File: config.mk
export PLATFORM = sky130hd
export DESIGN_NAME = vital_avg_alarm_flat
export DESIGN_NICKNAME = d
export VERILOG_FILES = /design/src/rtl/vital_avg_alarm_if.sv /design/src/rtl/vital_avg_alarm.sv /design/src/flat_wrapper.sv
export SDC_FILE = /design/constraint.sdc
export NUM_CORES = 1
export LEC_CHECK = 0
export CORE_ASPECT_RATIO = 1.1
export CORE_MARGIN = 2
export CORE_UTILIZATION = 60
export DETAILED_ROUTE_END_ITERATION = 10
export DONT_BUFFER_PORTS = 1
export PLACE_DENSITY = 0.83
export SYNTH_ARGS = -nofsm -noshare
export SYNTH_HDL_FRONTEND = slang
export SYNTH_SLANG_ARGS = --single-unit
File: constraint.sdc
create_clock -name clk -period 7.8 [get_ports clk]
set_input_delay 2.34 -clock clk [delete_from_list [all_inputs] [get_ports clk]]
set_output_delay 2.34 -clock clk [all_outputs]
set_load 0.05 [all_outputs]
File: src/rtl/vital_avg_alarm_if.sv
// Sample/threshold/result bundle for one vital-sign averaging channel.
interface vital_avg_alarm_if #(
  parameter int unsigned SIZE = 8
);
  logic            sample_valid;
  logic [SIZE-1:0] sample_in;
  logic [SIZE-1:0] thr_low;
  logic [SIZE-1:0] thr_high;
  logic            clear;
  logic [SIZE-1:0] avg_out;
  logic            avg_valid;
  logic            out_of_range;
  logic            alarm;

  // Sensor/control side drives samples and thresholds, observes results.
  modport master (
    output sample_valid, sample_in, thr_low, thr_high, clear,
    input  avg_out, avg_valid, out_of_range, alarm
  );

  // Averaging stage consumes samples and produces results.
  modport slave (
    input  sample_valid, sample_in, thr_low, thr_high, clear,
    output avg_out, avg_valid, out_of_range, alarm
  );
endinterface

File: src/rtl/vital_avg_alarm.sv
// Windowed averager with threshold check and debounced, hysteretic alarm.
module vital_avg_alarm #(
  parameter int unsigned SIZE      = 8,
  parameter int unsigned LOG2N     = 2,
  parameter int unsigned ALARM_CNT = 3
) (
  input  logic              clk,
  input  logic              rst,
  vital_avg_alarm_if.slave  bus
);

  localparam int unsigned ACC_W = SIZE + LOG2N;
  localparam int unsigned CNT_W = (LOG2N > 0) ? LOG2N : 1;
  localparam int unsigned N     = 1 << LOG2N;
  localparam int unsigned K_W   = $clog2(ALARM_CNT + 1);

  localparam logic [CNT_W-1:0] CNT_LAST = CNT_W'(N - 1);
  localparam logic [K_W-1:0]   K_FULL   = K_W'(ALARM_CNT);

  localparam logic [1:0] ST_NORMAL  = 2'd0;
  localparam logic [1:0] ST_PENDING = 2'd1;
  localparam logic [1:0] ST_ALARM   = 2'd2;
  localparam logic [1:0] ST_RECOVER = 2'd3;

  logic [ACC_W-1:0] acc_q, acc_d;
  logic [CNT_W-1:0] cnt_q, cnt_d;
  logic [K_W-1:0]   k_q, k_d;
  logic [1:0]       state_q, state_d;
  logic [SIZE-1:0]  avg_q, avg_d;
  logic             avg_valid_q, avg_valid_d;
  logic             oor_q, oor_d;
  logic             alarm_q, alarm_d;

  logic [ACC_W-1:0] sum_c;
  logic [SIZE-1:0]  avg_c;
  logic             oor_c;
  logic [K_W-1:0]   k_inc_c;

  // State register; async active-low reset clears everything.
  always_ff @(posedge clk or negedge rst) begin
    if (!rst) begin
      acc_q       <= '0;
      cnt_q       <= '0;
      k_q         <= '0;
      state_q     <= ST_NORMAL;
      avg_q       <= '0;
      avg_valid_q <= 1'b0;
      oor_q       <= 1'b0;
      alarm_q     <= 1'b0;
    end else begin
      acc_q       <= acc_d;
      cnt_q       <= cnt_d;
      k_q         <= k_d;
      state_q     <= state_d;
      avg_q       <= avg_d;
      avg_valid_q <= avg_valid_d;
      oor_q       <= oor_d;
      alarm_q     <= alarm_d;
    end
  end

  // Window accumulation, average/range result and alarm FSM step on completion.
  always_comb begin
    acc_d       = acc_q;
    cnt_d       = cnt_q;
    k_d         = k_q;
    state_d     = state_q;
    avg_d       = avg_q;
    avg_valid_d = 1'b0;
    oor_d       = oor_q;
    alarm_d     = alarm_q;

    sum_c   = acc_q + ACC_W'(bus.sample_in);
    avg_c   = SIZE'(sum_c >> LOG2N);
    oor_c   = (avg_c < bus.thr_low) || (avg_c > bus.thr_high);
    k_inc_c = K_W'(k_q + K_W'(1));

    if (bus.clear) begin
      acc_d   = '0;
      cnt_d   = '0;
      k_d     = '0;
      state_d = ST_NORMAL;
      alarm_d = 1'b0;
    end else if (bus.sample_valid) begin
      if (cnt_q == CNT_LAST) begin
        acc_d       = '0;
        cnt_d       = '0;
        avg_d       = avg_c;
        avg_valid_d = 1'b1;
        oor_d       = oor_c;

        case (state_q)
          ST_NORMAL: begin
            if (oor_c) begin
              if (ALARM_CNT == 1) begin
                state_d = ST_ALARM;
                k_d     = '0;
              end else begin
                state_d = ST_PENDING;
                k_d     = K_W'(1);
              end
            end
          end
          ST_PENDING: begin
            if (oor_c) begin
              if (k_inc_c == K_FULL) begin
                state_d = ST_ALARM;
                k_d     = '0;
              end else begin
                k_d = k_inc_c;
              end
            end else begin
              state_d = ST_NORMAL;
              k_d     = '0;
            end
          end
          ST_ALARM: begin
            if (!oor_c) begin
              if (ALARM_CNT == 1) begin
                state_d = ST_NORMAL;
                k_d     = '0;
              end else begin
                state_d = ST_RECOVER;
                k_d     = K_W'(1);
              end
            end
          end
          default: begin
            if (!oor_c) begin
              if (k_inc_c == K_FULL) begin
                state_d = ST_NORMAL;
                k_d     = '0;
              end else begin
                k_d = k_inc_c;
              end
            end else begin
              state_d = ST_ALARM;
              k_d     = '0;
            end
          end
        endcase

        alarm_d = (state_d == ST_ALARM) || (state_d == ST_RECOVER);
      end else begin
        acc_d = sum_c;
        cnt_d = CNT_W'(cnt_q + CNT_W'(1));
      end
    end
  end

  assign bus.avg_out      = avg_q;
  assign bus.avg_valid    = avg_valid_q;
  assign bus.out_of_range = oor_q;
  assign bus.alarm        = alarm_q;

endmodule
File: src/flat_wrapper.sv
// flat-port wrapper written by rule: the top's interface ports become plain ports
module vital_avg_alarm_flat 
#(
  parameter int unsigned SIZE      = 8,
  parameter int unsigned LOG2N     = 2,
  parameter int unsigned ALARM_CNT = 3
)
  (clk, rst, bus_sample_valid, bus_sample_in, bus_thr_low, bus_thr_high, bus_clear, bus_avg_out, bus_avg_valid, bus_out_of_range, bus_alarm);
  vital_avg_alarm_if #(.SIZE(SIZE)) bus_i ();
  input  logic clk;
  input  logic rst;
  input wire logic [$bits(bus_i.sample_valid)-1:0] bus_sample_valid;
  input wire logic [$bits(bus_i.sample_in)-1:0] bus_sample_in;
  input wire logic [$bits(bus_i.thr_low)-1:0] bus_thr_low;
  input wire logic [$bits(bus_i.thr_high)-1:0] bus_thr_high;
  input wire logic [$bits(bus_i.clear)-1:0] bus_clear;
  output wire logic [$bits(bus_i.avg_out)-1:0] bus_avg_out;
  output wire logic [$bits(bus_i.avg_valid)-1:0] bus_avg_valid;
  output wire logic [$bits(bus_i.out_of_range)-1:0] bus_out_of_range;
  output wire logic [$bits(bus_i.alarm)-1:0] bus_alarm;
  assign bus_i.sample_valid = bus_sample_valid;
  assign bus_i.sample_in = bus_sample_in;
  assign bus_i.thr_low = bus_thr_low;
  assign bus_i.thr_high = bus_thr_high;
  assign bus_i.clear = bus_clear;
  assign bus_avg_out = bus_i.avg_out;
  assign bus_avg_valid = bus_i.avg_valid;
  assign bus_out_of_range = bus_i.out_of_range;
  assign bus_alarm = bus_i.alarm;
  vital_avg_alarm #(.SIZE(SIZE), .LOG2N(LOG2N), .ALARM_CNT(ALARM_CNT)) u_core (.clk(clk), .rst(rst), .bus(bus_i));
endmodule
; ---- After elaboration in Yosys (flattened, before gate mapping)
; Cells that the tools add are included.
[classes]
add_sub_neg = 3
mul = 0
div_mod_pow = 0
order_cmp = 2
n_eq_ne = 8
shift = 0
n_mux = 34
n_bitwise = 1
n_reduce_logical = 8
[ops]
columns = operator, n
row1 = $mux 2, 23
row2 = $mux 10, 3
row3 = $pmux 2 s3, 2
row4 = $add 10x8->10, 1
row5 = $eq 2x2->1 const B, 5
row6 = $gt 8x8->1, 1
row7 = $lt 8x8->1, 1
row8 = $mux 1, 6
row9 = $add 2x1->2 const B, 2
row10 = $reduce_and 4->1, 1
row11 = $reduce_bool 2->1, 2
row12 = $ne 3x2->1 const B, 1
row13 = $ne 3x3->1 const B, 1
row14 = $reduce_and 3->1, 1
row15 = $eq 2x1->1 const B, 1
row16 = $logic_not 2->1, 1
row17 = $logic_or 1x1->1, 2
row18 = $reduce_and 2->1, 1
row19 = $not 1->1, 1
[totals]
regBits = 27
latch_bits = 0
ramBits = 0
mem_bits_ro = 0
inputBits = 28
output_inout_bits = 11
mem_count = 0

; ---- Longest topological paths before layout
; Gate-level depths: netlist of the first run.
[depth]
word_depth = 13
ltp_mapped = 15
ltp_nobuf = 15

; ---- Worst setup path before layout of the first run
; OpenSTA, ideal clock, no wires.
[synth_path]
path_type = input -> register
startpoint = input port bus_sample_in[0]
endpoint = register u_core.k_q[1]
setup_time_ps = 80
arrival_ps = 5086
t_required_ps = 7720
path_slack_ps = 2634
cell_stages = 15
n_path_buf = 0
path_cell_list = ha_1 -> inv_1 -> fa_1 -> nor2b_1 -> o21ai_1 -> a31oi_1 -> o41ai_2 -> xnor2_1 -> ha_1 -> o211ai_1 -> a21oi_1 -> a22oi_2 -> or4_4 -> and2_1 -> o211ai_2
[synth_between]
elab_chain_len = 8
word_cells_on_any_way = 13
classes_between = 1 x add/sub / 2 x order compare / 2 x eq/ne / 6 x mux / 2 x reduce/logical
[synth_rtl]
columns = item, line
row1 = start: declaration, flat_wrapper.sv:13  ; input wire logic [$bits(bus_i.sample_in)-1:0] bus_sample_in;
row2 = $add 10x8->10 *, vital_avg_alarm.sv:73  ; sum_c = acc_q + ACC_W'(bus.sample_in);
row3 = net u_core.sum_c[8], vital_avg_alarm.sv:34  ; logic [ACC_W-1:0] sum_c;
row4 = $lt 8x8->1 / $gt 8x8->1 (equally long branches), vital_avg_alarm.sv:75  ; oor_c = (avg_c < bus.thr_low) || (avg_c > bus.thr_high);
row5 = $logic_or 1x1->1 *, vital_avg_alarm.sv:75
row6 = "$mux 2, on equally long branches", "vital_avg_alarm.sv:129, vital_avg_alarm.sv:105"
row7 = $pmux 2 s3, vital_avg_alarm.sv:92  ; case (state_q)
row8 = $mux 2, vital_avg_alarm.sv:85  ; if (cnt_q == CNT_LAST) begin
row9 = $mux 2, vital_avg_alarm.sv:84  ; end else if (bus.sample_valid) begin
row10 = $mux 2, vital_avg_alarm.sv:78  ; if (bus.clear) begin
row11 = end signal: assignment, vital_avg_alarm.sv:53  ; k_q <= k_d;
row12 = end: declaration, vital_avg_alarm.sv:27  ; logic [K_W-1:0] k_q, k_d;
; Mark *: on every way through the listed nets, which the timed path passes. The rest lies on a longest branch. The select of a mux whose other input is x is not followed.
; A chain may end at the register's enable or synchronous reset.

; ---- Worst setup path after layout of the first run
[layout_path]
startpoint = input port bus_sample_in[0]
endpoint = register u_core.k_q[0]
; Same word-level chain as after synthesis.

==> results of run 1 <==
[cells by family (layout without fill, tap and decap cells)]
group                      count (synthesis)  in the layout
adders and majority gates                 25             25
and+or+nand+nor                           70             70
buffers and inverters                     31             30
xor gates and xnor gates                   7              7
AOI/OAI and AO/OA                         51             51
DFF                                       27             27
muxes                                      6              6
[power groups by stage]
stage | sequential, mW | combinational, mW | clock, mW
finish | 0.195 | 0.133 | 0.0617
global route | 0.197 | 0.154 | 0.0680
CTS | 0.195 | 0.133 | 0.0621
detailed placement | 0.198 | 0.132 | 0
global placement | 0.197 | 0.127 | 0
floorplan | 0.194 | 0.105 | 0
[critical path, stage by stage]
cell and delay (ns):
ha_1 0.15, inv_1 0.06, fa_1 0.40, nor2b_1 0.13, o21ai_1 0.08, a31oi_1 0.28
o41ai_2 0.13, xnor2_1 0.18, ha_1 0.32, o211ai_1 0.12, a21oi_1 0.17, a22oi_2 0.10
o31ai_1 0.49, a31oi_1 0.19, a211oi_1 0.25
[area by class of cell]
class,instances,area [µm²]
Tap cell,34,42.5
Clock buffer,4,26.3
Inverter,26,97.6
Sequential cell,27,676
Multi-Input combinational cell,159,1140
Fill cell,250,1070
[how the worst max path moves through the flow]
stage,start,endpoint,slack [ns],cells after the start
2_1_floorplan,bus_sample_in[0],u_core.k_q[1]$_DFFE_PN0P_,2.63,15
3_3_place_gp,bus_sample_in[1],u_core.k_q[1]$_DFFE_PN0P_,2.48,14
3_5_place_dp,bus_sample_in[0],u_core.k_q[0]$_DFFE_PN0P_,2.32,15
4_1_cts,bus_sample_in[0],u_core.k_q[0]$_DFFE_PN0P_,2.65,15
5_1_grt,bus_sample_in[0],u_core.k_q[0]$_DFFE_PN0P_,2.43,15
6_report,bus_sample_in[0],u_core.k_q[0]$_DFFE_PN0P_,2.65,15
[sequential cells by signal (all words and copies together), names as in the netlist]
register                 flops
u_core.cnt_q                 2
u_core.k_q                   2
u_core.bus.avg_out           8
u_core.acc_q                10
u_core.bus.avg_valid         1
u_core.bus.out_of_range      1
u_core.bus.alarm             1
u_core.state_q               2
[layer usage]
metal | routed length (µm) | vias up
li1 | - | 765
met1 | 1800 | 721
met2 | 1880 | 44
met3 | 172 | 10
met4 | 121 | 0
met5 | 0 | -
[per-stage QoR]
step                      area, µm²  std cells
after global placement         1950        246
after detailed placement       1950        246
after CTS                      1980        250
after global routing           1980        250
final                          1980        250
after floorplan                1930        217
[synthesized netlist by cell type (5+ instances only)]
| cell type | instances |
|---|---|
| nor3_1 | 7 |
| nand4_1 | 5 |
| inv_1 | 25 |
| o21ai_0 | 6 |
| nand2_1 | 22 |
| a21oi_1 | 15 |
| nor2_1 | 16 |
| ha_1 | 24 |
| mux2_2 | 5 |
| dfrtp_1 | 27 |
==> metrics.txt, run 1 <==
outcome completed; clock transition at the registers of the reported paths 0.15 ns; Crit Path Max Fanout 4; Hold Crit Class flip-flop to flip-flop; share of layout cells above drive strength 1 6.02%; number of global-route vias before repair 1561; worst hold margin 0.539 ns; DR DRC count 0; Lkg Pwr 0.966 nW; I/O Buffers 0; synth warn 0; Pint 230 µW; TritonRoute pass-1 iters 4; Initial Utilization 63.3%; Distinct cells, synth 42; Rel. slew slack 61.1%; Worst Setup Slack post-DPL 2.32 ns; pwr dens 197 nW/µm²; Final Critical Period 5.15 ns; crit path DAT 5.39 ns; dominant cells by area after synthesis dfrtp_1, ha_1, inv_1, nand2_1, a21oi_1; number of max-cap violations 0; Worst Min Path Start u_core.acc_q[7]$_DFFE_PN0P_; mux cell area share after synthesis 3.44%; Root Buffer clkbuf_4; top cell type by total area after synthesis dfrtp_1; r2r setup slk 4.24 ns; Net Sw Power 159 µW; worst r2r src u_core.acc_q[1]$_DFFE_PN0P_; Die Span Y 63.5 µm; syn_area_per_cell 8.89 µm²; Worst Clk Skew 0.0110 ns; most frequent cells in the layout dfrtp_1, inv_1, ha_1, nand2_1, nor2_1; Slew @ Worst Pin 0.580 ns; CTS sink cnt 27; setup tns final 0 ns; post-synthesis adder-cell area fraction 16.6%; RSZ-0062 raised after global routing no; largest net degree at the start of global routing 28; fin crit share 66.1%; routed wire length per instance 15.9 µm; GR Util All Layers 23.9%; deepest clock path buffer count 2; M1 GR Usage 31.1%; Die X 58.1 µm; Synth Area in Simple Gates 18.0%; total CTS buffers 3; Combinational Power Share 34.1%; crit end category flip-flop; 1st-iter DRT viols 68; most common cell after layout, fill and taps aside dfrtp_1; Hold Path End u_core.acc_q[7]$_DFFE_PN0P_; main combinational cell family by area after synthesis simple AND/OR/NAND/NOR gates; GR Layer Usage met2 39.2%; Synth Area in XOR/XNOR 3.18%; syn_nets 270; Clk pwr share 15.8%; met3 Resource Use GR 3.29%; CTS tree yes; Yosys top cell area share 35.0%; die area 3690 µm²; Post-Syn Area 1930 µm²; Resize count post-CTS 0; Post-CTS Setup Bufs 0; Cells after Synth 217; Power Total 389 µW; Max IR drop VDD 0.145 mV; Net Sw Frac 40.9%; # setup viols final 0; Final Util 64.9%; Setup CP Type input port to flip-flop; Crit Reg-Reg Endpoint u_core.k_q[0]$_DFFE_PN0P_; post-route setup slack 2.65 ns; total gr overflow 0; routed vias/inst 6.16; antenna viol nets, final 0; Compound-Gate Fraction of Synth Area 17.8%; antenna violations before repair 0; drt total wl 3980 µm; post-synthesis register bit count 27; Worst EP required 8.04 ns; number of I/O pins 39; clock latency on the worst-skew pair 0.33 ns; Antenna diodes 0; DP HPWL 3130 µm; Max Fclk 194 MHz; final-stage net count 270; Async SR Flop Fraction 100%; ys flop type dfrtp_1; first-pass GRT wire length 6830 µm; # hold bufs at CTS 0; final hold vios 0; Startpoint Class input port; core area 3050 µm²; Area Overhead vs Synth 2.59%; part of the power in registers 50.0%; number of enable flip-flop cells after synthesis 0; post-synthesis sequential area ratio 35.0%; fin. max-slew vios 0; DR vias 1540; Row Count 21; R2R depth 14; global route hottest layer met2; WHS Path Cells 1; GP Congestion 0.838; Max H-tree Level 1
Power figures use the tool's default switching activity.
==> run 2, diff against run 1 <==
==> constraint.sdc (replaced) <==
create_clock -name clk -period 5 [get_ports clk]
set_input_delay 1.5 -clock clk [delete_from_list [all_inputs] [get_ports clk]]
set_output_delay 1.5 -clock clk [all_outputs]
set_load 0.05 [all_outputs]
==> metrics.txt, run 2 (same netlist as run 1, synthesis figures left out) <==
Post-CTS Setup Bufs 0; routed vias/inst 6.00; first-pass GRT wire length 6560 µm; outcome completed; DR DRC count 0; number of global-route vias before repair 1456; Die X 58.1 µm; # hold bufs at CTS 0; Hold Path End u_core.k_q[0]$_DFFE_PN0P_; final-stage net count 272; worst hold margin 0.540 ns; CTS tree yes; setup tns final 0 ns; Slew @ Worst Pin 0.567 ns; GR Util All Layers 23.1%; post-route setup slack 0.789 ns; Area Overhead vs Synth 3.44%; Startpoint Class input port; Resize count post-CTS 0; Max Fclk 237 MHz; Pint 362 µW; Worst EP required 5.27 ns; M1 GR Usage 29.8%; clock transition at the registers of the reported paths 0.14 ns; core area 3050 µm²; Worst Setup Slack post-DPL 0.437 ns; Row Count 21; met3 Resource Use GR 4.31%; Initial Utilization 63.3%; most common cell after layout, fill and taps aside dfrtp_1; largest net degree at the start of global routing 28; global route hottest layer met2; Final Critical Period 4.21 ns; DP HPWL 3090 µm; r2r setup slk 1.56 ns; antenna viol nets, final 0; Crit Path Max Fanout 4; WHS Path Cells 1; Max IR drop VDD 0.200 mV; 1st-iter DRT viols 59; Worst Clk Skew 0.00261 ns; R2R depth 15; pwr dens 306 nW/µm²; GR Layer Usage met2 38.1%; CTS sink cnt 27; Max H-tree Level 1; DR vias 1513; Root Buffer clkbuf_4; final hold vios 0; total gr overflow 0; Crit Reg-Reg Endpoint u_core.k_q[1]$_DFFE_PN0P_; crit end category flip-flop; Net Sw Frac 40.6%; share of layout cells above drive strength 1 7.34%; max reg flops 10; total CTS buffers 3; deepest clock path buffer count 2; Lkg Pwr 0.979 nW; Top reg by flops u_core.acc_q; # setup viols final 0; worst r2r src u_core.acc_q[0]$_DFFE_PN0P_; Worst Min Path Start u_core.state_q[0]$_DFFE_PN0P_; Clk pwr share 15.7%; routed wire length per instance 15.4 µm; I/O Buffers 0; fin. max-slew vios 0; Die Span Y 63.5 µm; Net Sw Power 247 µW; Fill cells 275; antenna violations before repair 0; Hold Crit Class flip-flop to flip-flop; most frequent cells in the layout dfrtp_1, inv_1, ha_1, nand2_1, nor2_1; fin crit share 84.2%; crit path DAT 4.48 ns; clock latency on the worst-skew pair 0.33 ns; Setup CP Type input port to flip-flop; Inst Count DP 248; Rel. slew slack 61.9%; RSZ-0062 raised after global routing no; part of the power in registers 49.8%; GP Congestion 0.841; number of max-cap violations 0; drt total wl 3880 µm; number of I/O pins 39; TritonRoute pass-1 iters 4; Post-Layout Cell Count 252; Antenna diodes 0; die area 3690 µm²; Combinational Power Share 34.5%
==> run 2: cell types whose count changed in the layout (fill, tap and decap cells not counted), sizes merged <==
cell and delta:
buf +2, clkinv +1, clkbuf -1
==> run 2: worst max-delay path by stage <==
stage	startpoint	end	slack [ns]
6_report	bus_sample_in[0]	u_core.k_q[1]$_DFFE_PN0P_	0.79
4_1_cts	bus_sample_in[0]	u_core.k_q[1]$_DFFE_PN0P_	0.79
2_1_floorplan	bus_sample_in[0]	u_core.k_q[1]$_DFFE_PN0P_	0.67
3_3_place_gp	bus_sample_in[1]	u_core.k_q[1]$_DFFE_PN0P_	0.51
3_5_place_dp	bus_sample_in[0]	u_core.k_q[1]$_DFFE_PN0P_	0.44
5_1_grt	bus_sample_in[0]	u_core.k_q[0]$_DFFE_PN0P_	0.57
==> run 2: layout make-up <==
class | count | area [µm²] | share of cell area, %
Clock buffer | 3 | 22.5 | 1.13
Sequential cell | 27 | 676 | 33.9
Timing Repair Buffer | 2 | 15.0 | 0.752
Clock inverter | 1 | 5.00 | 0.251
Multi-Input combinational cell | 159 | 1140 | 57.0
Tap cell | 34 | 42.5 | 2.13
Inverter | 26 | 97.6 | 4.89
==> run 2: power groups by stage <==
stage          Clock (mW)  Combinational (mW)  Sequential [mW]
6_report           0.0954               0.211            0.304
3_5_place_dp            0               0.210            0.309
5_1_grt             0.108               0.241            0.307
4_1_cts            0.0981               0.211            0.304
3_3_place_gp            0               0.205            0.308
2_1_floorplan           0               0.164            0.303
==> run 2: critical path, stage by stage <==
cell	delay, ns
ha_1	0.14
inv_1	0.06
fa_1	0.41
nor2b_1	0.13
o21ai_1	0.08
a31oi_1	0.28
o41ai_2	0.12
xnor2_1	0.18
ha_1	0.32
o211ai_1	0.12
a21oi_1	0.17
a22oi_2	0.10
or4_4	0.55
and2_1	0.18
o211ai_2	0.14
==> run 2: routing by layer <==
metal  up-vias  wire, µm
met4         0        84
met2        49      1790
li1        769         -
met5         -         0
met1       687      1790
met3         8       212
==> run 2: through the flow <==
stage	area (µm²)	util [%]	power, mW
final	2000	65.5	0.610
after global routing	2000	65.5	0.655
after floorplan	1930	-	0.468
after detailed placement	1970	64.6	0.519
after global placement	1970	64.6	0.513
after CTS	2000	65.5	0.613
==> run 3, diff against run 2 <==
--- a/config.mk
+++ b/config.mk
@@ -7,10 +7,10 @@
 export LEC_CHECK = 0
 export CORE_ASPECT_RATIO = 1.1
 export CORE_MARGIN = 2
-export CORE_UTILIZATION = 60
+export CORE_UTILIZATION = 57
 export DETAILED_ROUTE_END_ITERATION = 10
 export DONT_BUFFER_PORTS = 1
-export PLACE_DENSITY = 0.83
+export PLACE_DENSITY = 0.82
 export SYNTH_ARGS = -nofsm -noshare
 export SYNTH_HDL_FRONTEND = slang
 export SYNTH_SLANG_ARGS = --single-unit
==> constraint.sdc (replaced) <==
create_clock -name clk -period 3.45 [get_ports clk]
set_input_delay 1.035 -clock clk [delete_from_list [all_inputs] [get_ports clk]]
set_output_delay 1.035 -clock clk [all_outputs]
set_load 0.05 [all_outputs]
==> metrics.txt, run 3 (same netlist as run 1, synthesis figures left out) <==
Lkg Pwr 1.17 nW; slowest stage cell, crit path or4_4; number of global-route vias before repair 1746; routed vias/inst 6.15; setup tns final -0.323 ns; fin crit share 103%; CP top delay family simple AND/OR/NAND/NOR gates; Combinational Power Share 47.6%; core area 3280 µm²; cell mode on critical path ha_4; final hold vios 0; Die Span Y 65.0 µm; pwr dens 457 nW/µm²; DR DRC count 0; first-pass GRT wire length 7930 µm; CTS tree yes; GP Congestion 0.842; deepest clock path buffer count 2; RSZ-0062 raised after global routing yes; Max H-tree Level 1; most common cell after layout, fill and taps aside dfrtp_1; Top reg by flops u_core.acc_q; die area 3870 µm²; Inst Count DP 270; post-route setup slack -0.114 ns; dpl cell area 2150 µm²; buffers and inverters on the worst path 1; DP HPWL 3380 µm; total CTS buffers 3; failing checks negative setup slack; worst hold margin 0.370 ns; CTS sink cnt 27; Max Fclk 281 MHz; antenna violations before repair 0; # hold bufs at CTS 0; Row Count 22; Startpoint Class input port; Worst path max stage delay 0.54 ns; crit path DAT 3.79 ns; number of max-cap violations 0; antenna viol nets, final 0; Die X 59.5 µm; routed wire length per instance 18.2 µm; max reg flops 10; Rel. slew slack 66.3%; Area Overhead vs Synth 25.8%; Clk pwr share 12.3%; Post-Layout Cell Count 284; Pint 664 µW; worst r2r src u_core.acc_q[0]$_DFFE_PN0P_; number of I/O pins 39; clock transition at the registers of the reported paths 0.14 ns; final-stage net count 302; Final Util 74.1%; Fill cells 221; Max IR drop VDD 0.289 mV; fin. max-slew vios 0; GR Util All Layers 27.6%; clock latency on the worst-skew pair 0.33 ns; Worst Setup Slack post-DPL -0.573 ns; Root Buffer clkbuf_4; Slew @ Worst Pin 0.506 ns; drt total wl 5160 µm; total gr overflow 0; part of the power in registers 40.1%; critical path, cell by cell ha_4 > inv_2 > fa_2 > nor2b_2 > o21ai_2 > a31oi_4 > or3_4 > and2_4 > ha_4 > nand4_1 > o21a_1 > or4_4 > a31oi_1 > a211oi_1; outcome complete, but fails checks; critical path startpoint bus_sample_in[0]; largest net degree at the start of global routing 28; Final Cell Area 2430 µm²; Worst Clk Skew 0.00828 ns; crit end category flip-flop; Net Sw Power 446 µW; Worst EP required 3.68 ns; DR vias 1748; Initial Utilization 58.9%; share of layout cells above drive strength 1 28.6%; Net Sw Frac 40.2%; most frequent cells in the layout dfrtp_1, buf_4, inv_1, nand2_1, ha_1; TritonRoute pass-1 iters 4; r2r setup slk 0.14 ns; Crit Path Max Fanout 4; Setup CP Type input port to flip-flop; Power Total 1.11 mW; Hold Crit Class input port to asynchronous set/reset pin; Final Critical Period 3.56 ns; Antenna diodes 0; # setup viols final 4; 1st-iter DRT viols 103; I/O Buffers 0
==> run 3: changes by cell type in the layout (fill, tap and decap cells not counted), moves of 3 or more <==
cell / previous run / this run
ha_1: 24 / 19
buf_6: 0 / 7
o21ai_2: 0 / 3
a21oi_2: 0 / 5
ha_4: 0 / 5
a21oi_1: 15 / 10
buf_4: 2 / 25
==> run 3: power groups by stage <==
stage	registers (mW)	logic [mW]	clock network, mW
finish	0.445	0.529	0.136
global route	0.449	0.581	0.153
CTS	0.443	0.465	0.140
floorplan	0.440	0.246	0
detailed placement	0.450	0.389	0
global placement	0.447	0.374	0
==> run 3: repair_timing <==
action,in CTS,in global routing
pin swaps,16,5
resized for setup,14,18
buffers inserted,10,2
endpoints found under the setup margin,5,7
==> run 3: final cells by class <==
type	instances	area [µm²]	share of cell area (%)
clock buffer	3	22.5	0.928
sequential	27	676	27.8
timing repair buffer	32	267	11.0
inverter	26	97.6	4.02
clock inverter	1	5.00	0.206
multi-input combinational	159	1320	54.2
tap	36	45.0	1.86
==> run 3: path summary, 6_finish.rpt <==
path                                                      end  cells past startpoint
worst max-delay path                u_core.k_q[0]$_DFFE_PN0P_                     14
worst min-delay path            u_core.state_q[0]$_DFFE_PN0P_                      0
worst max register to register      u_core.k_q[0]$_DFFE_PN0P_                     14
worst min register to register      u_core.k_q[0]$_DFFE_PN0P_                      1
max in group asynchronous         u_core.acc_q[5]$_DFFE_PN0P_                      0
min in group clk                    u_core.k_q[0]$_DFFE_PN0P_                      1
==> run 3: routing by layer <==
metal / routed length [µm] / part of all wire [%] / up-vias / GRT usage [%]
met5: 0 / 0 / - / 0
met4: 83 / 1.6 / 0 / 8.24
met3: 283 / 5.5 / 10 / 6.79
met2: 2770 / 54 / 76 / 48.8
met1: 2020 / 39 / 831 / 32.0
li1: - / - / 831 / -
